### config.mk
export PLATFORM = sky130hd
export DESIGN_NAME = uart_report_scheduler
export DESIGN_NICKNAME = d
export VERILOG_FILES = /design/src/rtl/uart_report_scheduler.sv
export SDC_FILE = /design/constraint.sdc
export NUM_CORES = 1
export LEC_CHECK = 0
export CAP_MARGIN = 0
export CORE_ASPECT_RATIO = 1.5
export CORE_MARGIN = 5
export CORE_UTILIZATION = 45
export CTS_BUF_LIST = sky130_fd_sc_hd__clkbuf_2
export CTS_CLUSTER_SIZE = 30
export DETAILED_ROUTE_END_ITERATION = 7
export DONT_BUFFER_PORTS = 1
export HOLD_SLACK_MARGIN = 0.12
export PLACE_DENSITY = 0.68
export REMOVE_ABC_BUFFERS = 1
export SYNTH_ARGS = -nofsm -noshare
export SYNTH_HDL_FRONTEND = slang
export SYNTH_SLANG_ARGS = --single-unit
### constraint.sdc
create_clock -name clk -period 5 [get_ports clk]
set_clock_uncertainty 0.2 [all_clocks]
set_input_delay 1.25 -clock clk [delete_from_list [all_inputs] [get_ports clk]]
set_output_delay 1.25 -clock clk [all_outputs]
set_load 0.1 [all_outputs]
### src/rtl/uart_report_scheduler.sv
// uart_report_scheduler: periodic XADC sample -> uart_temp_tx report sequencer
// Ports: clk/rst (sync active-high), enable runs the report timer; sample_req/sample_valid/
// sample_temp_x100 talk to the XADC reader; tx_start/tx_temp_x100/tx_busy talk to uart_temp_tx;
// report_cnt (wrapping), timeout_cnt (saturating) and alarm are status.
// Define REPORT_ALARM_EN for the hysteresis alarm that shortens the period by FAST_DIV.
module uart_report_scheduler #(
  parameter int CLK_FREQ       = 100_000_000,
  parameter int PERIOD_MS      = 1000,
  parameter int SAMPLE_TIMEOUT = 1024,
  parameter int ALARM_HI_X100  = 8000,
  parameter int ALARM_LO_X100  = 7500,
  parameter int FAST_DIV       = 4
) (
  input  logic        clk,
  input  logic        rst,
  input  logic        enable,
  output logic        sample_req,
  input  logic        sample_valid,
  input  logic [31:0] sample_temp_x100,
  input  logic        tx_busy,
  output logic        tx_start,
  output logic [31:0] tx_temp_x100,
  output logic [15:0] report_cnt,
  output logic [7:0]  timeout_cnt,
  output logic        alarm
);
  localparam int PERIOD_CYC = CLK_FREQ / 1000 * PERIOD_MS;
  localparam int CW = $clog2(PERIOD_CYC + 1);
  localparam int TW = $clog2(SAMPLE_TIMEOUT + 1);
  typedef enum logic [2:0] {IDLE, REQ, WAIT_S, ISSUE, WAIT_HI, WAIT_LO} state_t;
  state_t state;
  logic [CW-1:0] cnt;
  logic [CW-1:0] term;
  logic [TW-1:0] timer;
  logic pending;
  logic tick;
  // a hysteresis band and a positive divisor are required for the alarm build to make sense
  if (ALARM_LO_X100 > ALARM_HI_X100 || FAST_DIV < 1) begin : g_bad_cfg
    $error("uart_report_scheduler: ALARM_LO_X100 must not exceed ALARM_HI_X100 and FAST_DIV must be >= 1");
  end
`ifdef REPORT_ALARM_EN
  assign term = alarm ? CW'(PERIOD_CYC / FAST_DIV - 1) : CW'(PERIOD_CYC - 1);
  always_ff @(posedge clk)
    if (rst) alarm <= 1'b0;
    else if (state == WAIT_S && sample_valid)
      alarm <= $signed(sample_temp_x100) >= ALARM_HI_X100 ? 1'b1 :
               $signed(sample_temp_x100) < ALARM_LO_X100 ? 1'b0 : alarm;
`else
  assign term = CW'(PERIOD_CYC - 1);
  assign alarm = 1'b0;
`endif
  // >= rather than == so a counter stranded above a freshly shortened period wraps at once
  assign tick = enable && cnt >= term;
  // start pulses are decoded from state; tx_start also gates on live busy so it can never overlap it
  assign sample_req = state == REQ;
  assign tx_start = state == ISSUE && !tx_busy;
  always_ff @(posedge clk) begin
    if (rst) begin
      state <= IDLE;
      cnt <= '0;
      pending <= 1'b0;
      timer <= '0;
      tx_temp_x100 <= '0;
      report_cnt <= '0;
      timeout_cnt <= '0;
    end else begin
      cnt <= tick || !enable ? '0 : cnt + CW'(1);
      pending <= enable && (tick || (pending && state != REQ));
      timer <= timer + TW'(1);
      case (state)
        IDLE: if (pending) state <= REQ;
        REQ: begin
          timer <= '0;
          state <= WAIT_S;
        end
        WAIT_S:
          if (sample_valid) begin
            tx_temp_x100 <= sample_temp_x100;
            state <= ISSUE;
          end else if (timer == TW'(SAMPLE_TIMEOUT - 1)) begin
            timeout_cnt <= timeout_cnt + 8'(timeout_cnt != 8'hFF);
            state <= IDLE;
          end
        ISSUE:
          if (!tx_busy) begin
            timer <= '0;
            state <= WAIT_HI;
          end
        WAIT_HI:
          if (tx_busy) begin
            report_cnt <= report_cnt + 16'd1;
            state <= WAIT_LO;
          end else if (timer == TW'(1)) state <= IDLE;
        WAIT_LO: if (!tx_busy) state <= IDLE;
        default: state <= IDLE;
      endcase
    end
  end
endmodule

==> out/metrics.cfg, run 1 <==
[status]
status=completed

[synthesis]
ys_warn_count=0
ys.flop_type=dfxtp_1
yosys.area.top_type_share_pct=45.4
synth.distinct_cells=53
ys_top_cells_by_area=dfxtp_1 45%, nand2_1 7.6%, a21oi_1 5.8%
netlist_area_um2=4320
ys_ff_latch=98
synth-edff-count=0
syn_area_per_cell_um2=8.60
synth_area_leader_cell=dfxtp_1
postSynthCellCount=502
synth.yosys.seq_area_share_pct=45.4
async_reset_ff_share_pct=0

[sta]
hold_viol=0
slew_viol_final=0
fin_crit_sh_pct=71.2
setup_viol=0
fmaxAchievable_mhz=281
worst_slew_pin_slew_ns=1.17
post-route-min-period_ns=3.56
grt_setup_unrepaired=false
setup_tns_ns=0
slew_headroom_pct=22.1

[setup_path]
required_ns=3.55
worstPathCellList=nand2b_1 > nor2_2
rr_startpoint=timeout_cnt[4]
endpoint=sample_req
cpPeakStageDelay_ns=0.86
cp_max_fo=10
end_kind=output port
start_kind=flop
r2r_slack_ns=1.96
critPathLaunch=state[0]
cp.arrival_ns=2.11
r2r-end=timeout_cnt[6]
r2r_cells=9
slowest_stage=nor2_2
crit_type=flop to output port

[clock_tree]
cts-root-buf=clkbuf_2
htreeDepth=3
cts_sinks=98
clk_pin_slew_ns=0.25
cts.repair.resized=0
cts_buffers=9
cts_setup_buffers=0
ctsHoldBuffers=0
clockBufferDepth=2
cts_tree=done
clock_latency_ns=0.55

[drt]
viasPerCell=5.72
initialDrtViolationCount=125
dr_total_vias=3459
dr.pass1.iters=5
routed_wl_um=8970
final_antenna_net_count=0
wl_per_cell_um=14.8
drc=0

[grt]
antenna_found_initial=1
grt_pass1_vias=3207
grt_overflow=0
grt_max_degree=63
grt_pass1_wl_um=14900
track_usage_pct=15.1

[die]
dieArea_um2=11700
start_util_pct=46.4
ios=96
core_area_um2=9310
die_w_um=90.0
fp-row-count=43
die_h_um=130

[placement]
post_dp_cell_area_um2=4340
place_congestion=0.809
port-buffer-count=0
hpwl_um=6440

[run]
cap_violations=0

[min_path]
min_path_type=flop to flop

[layout]
finalInstanceArea_um2=4450
drive_gt1_share_pct=8.13
fillers=911
fin_nets=530
syn_to_final_growth_pct=3.04

[power_and_ir_drop]
ir_drop_v=0.000127
leakagePower_nw=1.41
powerDensity_nw_per_um2=259

## power by group
part / internal, mW / switching [mW] / total (mW)
Sequential: 0.787 / 0.00313 / 0.790
Combinational: 0.00563 / 0.0114 / 0.0170
Clock: 0.0736 / 0.273 / 0.346
Total: 0.866 / 0.287 / 1.15
## stage by stage
| step | hold slack (ns) | cells | setup slack, ns | util (%) | total power [mW] |
|---|---|---|---|---|---|
| floorplan | 0.241 | 471 | 0.872 | - | 0.817 |
| global placement | 0.257 | 588 | 1.76 | 46.6 | 0.820 |
| detailed placement | 0.279 | 588 | 1.75 | 46.6 | 0.821 |
| CTS | 0.328 | 604 | 1.38 | 47.8 | 1.18 |
| global route | 0.360 | 605 | 1.27 | 47.8 | 1.21 |
| finish | 0.319 | 605 | 1.44 | 47.8 | 1.15 |
## worst min-delay path by stage
stage	slack (ns)	end	startpoint	cells after the start
floorplan	0.24	timer[0]	timer[0]	1
global placement	0.26	timer[0]	timer[0]	1
detailed placement	0.28	timer[0]	timer[0]	1
CTS	0.33	cnt[24]	cnt[24]	2
global route	0.36	cnt[24]	cnt[24]	2
finish	0.32	timer[0]	timer[0]	1
## cell usage in the layout, fill, tap and decap left out, types with 9 or more instances in the layout
cell	n
nor3_1	14
nand2_1	87
and4_1	9
nand3_1	25
or3_1	13
nand4_1	14
clkbuf_2	9
o21ai_0	17
nor2_1	24
a21oi_1	50
xor2_1	22
dfxtp_1	98
a211oi_1	11
## cell type report
class | count | area (µm²) | area share (%)
Clock buffer | 9 | 45.0 | 1.01
Sequential cell | 98 | 1960 | 44.1
Antenna cell | 1 | 2.50 | 0.0562
Inverter | 4 | 15.0 | 0.337
Tap cell | 112 | 140 | 3.15
Timing Repair Buffer | 5 | 37.5 | 0.844
Clock inverter | 7 | 61.3 | 1.38
Multi-Input combinational cell | 369 | 2190 | 49.1
## cells by family (layout without fill, tap and decap cells)
family | count (synthesis) | count (layout) | share of synthesized area (%)
other | 1 | 2 | 0.0868
flip-flops | 98 | 98 | 45.4
multiplexers | 2 | 2 | 0.493
buffers and inverters | 35 | 25 | 4.06
XOR/XNOR | 29 | 29 | 5.88
AND/OR/NAND/NOR | 236 | 236 | 29.2
AO/OA/AOI/OAI | 95 | 95 | 13.1
adder cells (fa/ha/maj) | 6 | 6 | 1.74
## registers in the layout, indices dropped and copies added, names as in the netlist
| register | count |
|---|---|
| report_cnt | 16 |
| timer | 11 |
| state | 3 |
| timeout_cnt | 8 |
| tx_temp_x100 | 32 |
| cnt | 27 |
| pending | 1 |
## synthesized netlist by cell type, types with 2 or more instances
cell / instances
a211oi_2: 2
nand2b_1: 4
buf_2: 10
nor3_1: 14
or4_1: 6
nor4bb_1: 2
xor2_1: 22
and4_1: 9
or3_1: 13
buf_4: 2
nor3b_1: 3
dfxtp_1: 98
nand4_4: 2
inv_1: 4
o31ai_1: 7
or3_2: 2
nand2_1: 87
nand4_1: 14
and3_2: 2
nor2_1: 26
nor4_1: 4
and3_1: 7
a21oi_1: 50
a211oi_1: 11
nand3_1: 25
xnor2_1: 7
clkbuf_1: 15
buf_6: 3
o21ai_0: 17
and2_1: 3
ha_1: 6
nor2b_1: 3
or2_2: 2
## worst max-delay path: cells and delay by family, from the launching register on
family           cells  cell delay (ns)
flip-flops           1             0.55
AND/OR/NAND/NOR      2             1.03
## routing by layer
layer  part of all wire, %  GRT usage (%)  vias to the layer above
met1                    42           16.2                     1616
met3                   7.5           6.00                        7
li1                      -              -                     1754
met4                   1.2           5.00                        0
met5                     0              0                        -
met2                    50           26.9                       82
(Power assumes the default switching activity.)
==> inputs of run 2 (changes only) <==
- PLACE_DENSITY: 0.68 -> 0.7
- clock period: 5 -> 3.05 ns (I/O delays scaled with it)
==> out/metrics.cfg, run 2 (synthesis results as in run 1) <==
[clock_tree]
clock_latency_ns=0.57  ; was 0.55 ns
cts_sinks=98  ; unchanged
ctsHoldBuffers=34  ; was 0
cts-root-buf=clkbuf_2  ; unchanged
clk_pin_slew_ns=0.24  ; was 0.25 ns
cts_buffers=9  ; unchanged
htreeDepth=3  ; unchanged
cts_tree=done  ; unchanged
cts_setup_buffers=0  ; unchanged
cts.repair.resized=0  ; unchanged
clockBufferDepth=2  ; unchanged

[sta]
post-route-min-period_ns=2.68
worst_slew_pin_slew_ns=1.08  ; was 1.17 ns
fin_crit_sh_pct=88.0
slew_viol_final=0  ; unchanged
fin_ws_ns=0.366  ; was 1.44 ns
hold_viol=0  ; unchanged
slew_headroom_pct=27.9  ; was 22.1%
setup_viol=0  ; unchanged
grt_setup_unrepaired=false  ; unchanged
fmaxAchievable_mhz=373

[die]
dieArea_um2=11700  ; unchanged
start_util_pct=46.4  ; unchanged
die_h_um=130  ; unchanged
die_w_um=90.0  ; unchanged
fp-row-count=43  ; unchanged
ios=96  ; unchanged
core_area_um2=9310  ; unchanged

[layout]
most-common-layout-cells=98 x dfxtp_1, 87 x nand2_1, 60 x buf_4  ; was 98 x dfxtp_1, 87 x nand2_1, 50 x a21oi_1
finalNonFillerCells=693  ; was 605
largestRegisters=tx_temp_x100: 32 flops, cnt: 27 flops, report_cnt: 16 flops  ; unchanged
layout_commonest_cell=dfxtp_1  ; unchanged
antennaDiodeCount=0  ; was 1
syn_to_final_growth_pct=21.4  ; was 3.04%
top_register=tx_temp_x100  ; unchanged
largest_register_ffs=32  ; unchanged
drive_gt1_share_pct=16.4  ; was 8.13%
fin_nets=619  ; was 530

[drt]
viasPerCell=5.64  ; was 5.72
dr.pass1.iters=4  ; was 5
initialDrtViolationCount=142  ; was 125
routed_wl_um=10500  ; was 8970 µm
final_antenna_net_count=0  ; unchanged
wl_per_cell_um=15.1  ; was 14.8 µm
drc=0  ; unchanged
dr_total_vias=3908  ; was 3,459

[setup_path]
end_kind=output port  ; unchanged
r2r-end=timeout_cnt[4]  ; was timeout_cnt[6]
rr_startpoint=timeout_cnt[3]  ; was timeout_cnt[4]
cpPeakStageDelay_ns=0.55  ; was 0.86 ns
r2r_cells=9  ; unchanged
crit_family=flip-flops  ; was simple AND/OR/NAND/NOR gates
worst-path-buf-inv=1  ; was 0
crit_type=flop to output port  ; unchanged
slowest_stage=dfxtp_1  ; was nor2_2
required_ns=2.09  ; was 3.55 ns
r2r_slack_ns=0.61  ; was 1.96 ns
cp_max_fo=10  ; unchanged
worstPathCellList=nand2b_1 > nor2_2 > buf_4  ; was nand2b_1 > nor2_2
start_kind=flop  ; unchanged
cp.arrival_ns=1.72  ; was 2.11 ns

[placement]
pre_cts_ws_ns=0.652  ; was 1.75 ns
place_congestion=0.830  ; was 0.809
port-buffer-count=0  ; unchanged
hpwl_um=6950  ; was 6440 µm
placedCellCount=643  ; was 588

[power_and_ir_drop]
ir_drop_v=0.000337  ; was 0.000127 V
p_total_mw=2.08  ; was 1.15 mW
leakagePower_nw=1.87  ; was 1.41 nW
powerDensity_nw_per_um2=397  ; was 259 nW/µm²

[grt]
track_usage_pct=17.9  ; was 15.1%
grt_overflow=0  ; unchanged
grt_pass1_vias=3652  ; was 3,207
antenna_found_initial=1  ; unchanged
grt_max_degree=59  ; was 63
grt_pass1_wl_um=17600  ; was 14,900 µm

[run]
cap_violations=0  ; unchanged

[min_path]
min_path_type=primary input to flop  ; was flop to flop
hold_start=tx_busy  ; was timer[0]
holdPathStages=2  ; was 1
hold_end=state[0]  ; was timer[0]

[status]
status=completed  ; unchanged

## run 2: cell types whose count changed in the layout (fill, tap and decap cells not counted), sizes merged
cell | previous run | this run
buf | 5 | 61
clkinv | 3 | 4
dlygate4sd3 | 0 | 33
inv | 6 | 4
clkinvlp | 2 | 1
diode | 1 | 0
bufinv | 0 | 2
## run 2: final cells by class
class                   count  area (µm²)
well taps                 112         140
clock buffers               9        45.0
fillers                   828        4070
inverters                   4        15.0
multi-input cells         369        2190
clock inverters             7        93.8
flip-flops and latches     98        1960
repair buffers             94         801
## run 2: how the worst max path moves through the flow
stage                   start        endpoint  cells past startpoint
2_1_floorplan         tx_busy        tx_start                      2
3_3_place_gp          tx_busy  report_cnt[14]                      4
3_5_place_dp   timeout_cnt[4]  timeout_cnt[4]                      9
4_1_cts              state[0]        tx_start                      3
5_1_grt              state[0]      sample_req                      3
6_report             state[0]        tx_start                      3
## run 2: metrics by stage
stage	cell area, µm²	TNS (ns)	utilization (%)	hold WS, ns
after global placement	4750	0	51.1	0.237
after detailed placement	4750	0	51.1	0.241
after global routing	5240	0	56.3	0.131
final	5240	0	56.3	0.169
after floorplan	4160	-0.103	-	0.241
after CTS	5240	0	56.3	0.128
## run 2: per-layer routing
metal	global-route usage [%]	up-vias	routed length [µm]
met5	0	-	11
met4	8.24	2	272
met3	5.19	23	763
met2	30.8	120	5200
met1	20.6	1839	4240
li1	-	1924	-
## run 2: where the power goes
group	leakage, nW	internal (mW)	switching (mW)
Clock	0.0795	0.269	0.440
Sequential	0.790	1.29	0.00535
Combinational	1.00	0.0400	0.0378
Total	1.87	1.60	0.483
==> inputs of run 3 (changes only) <==
- TNS_END_PERCENT: unset -> 5
==> results of run 3 <==
No change in the layout: final DEF, timing and power equal those of run 2.
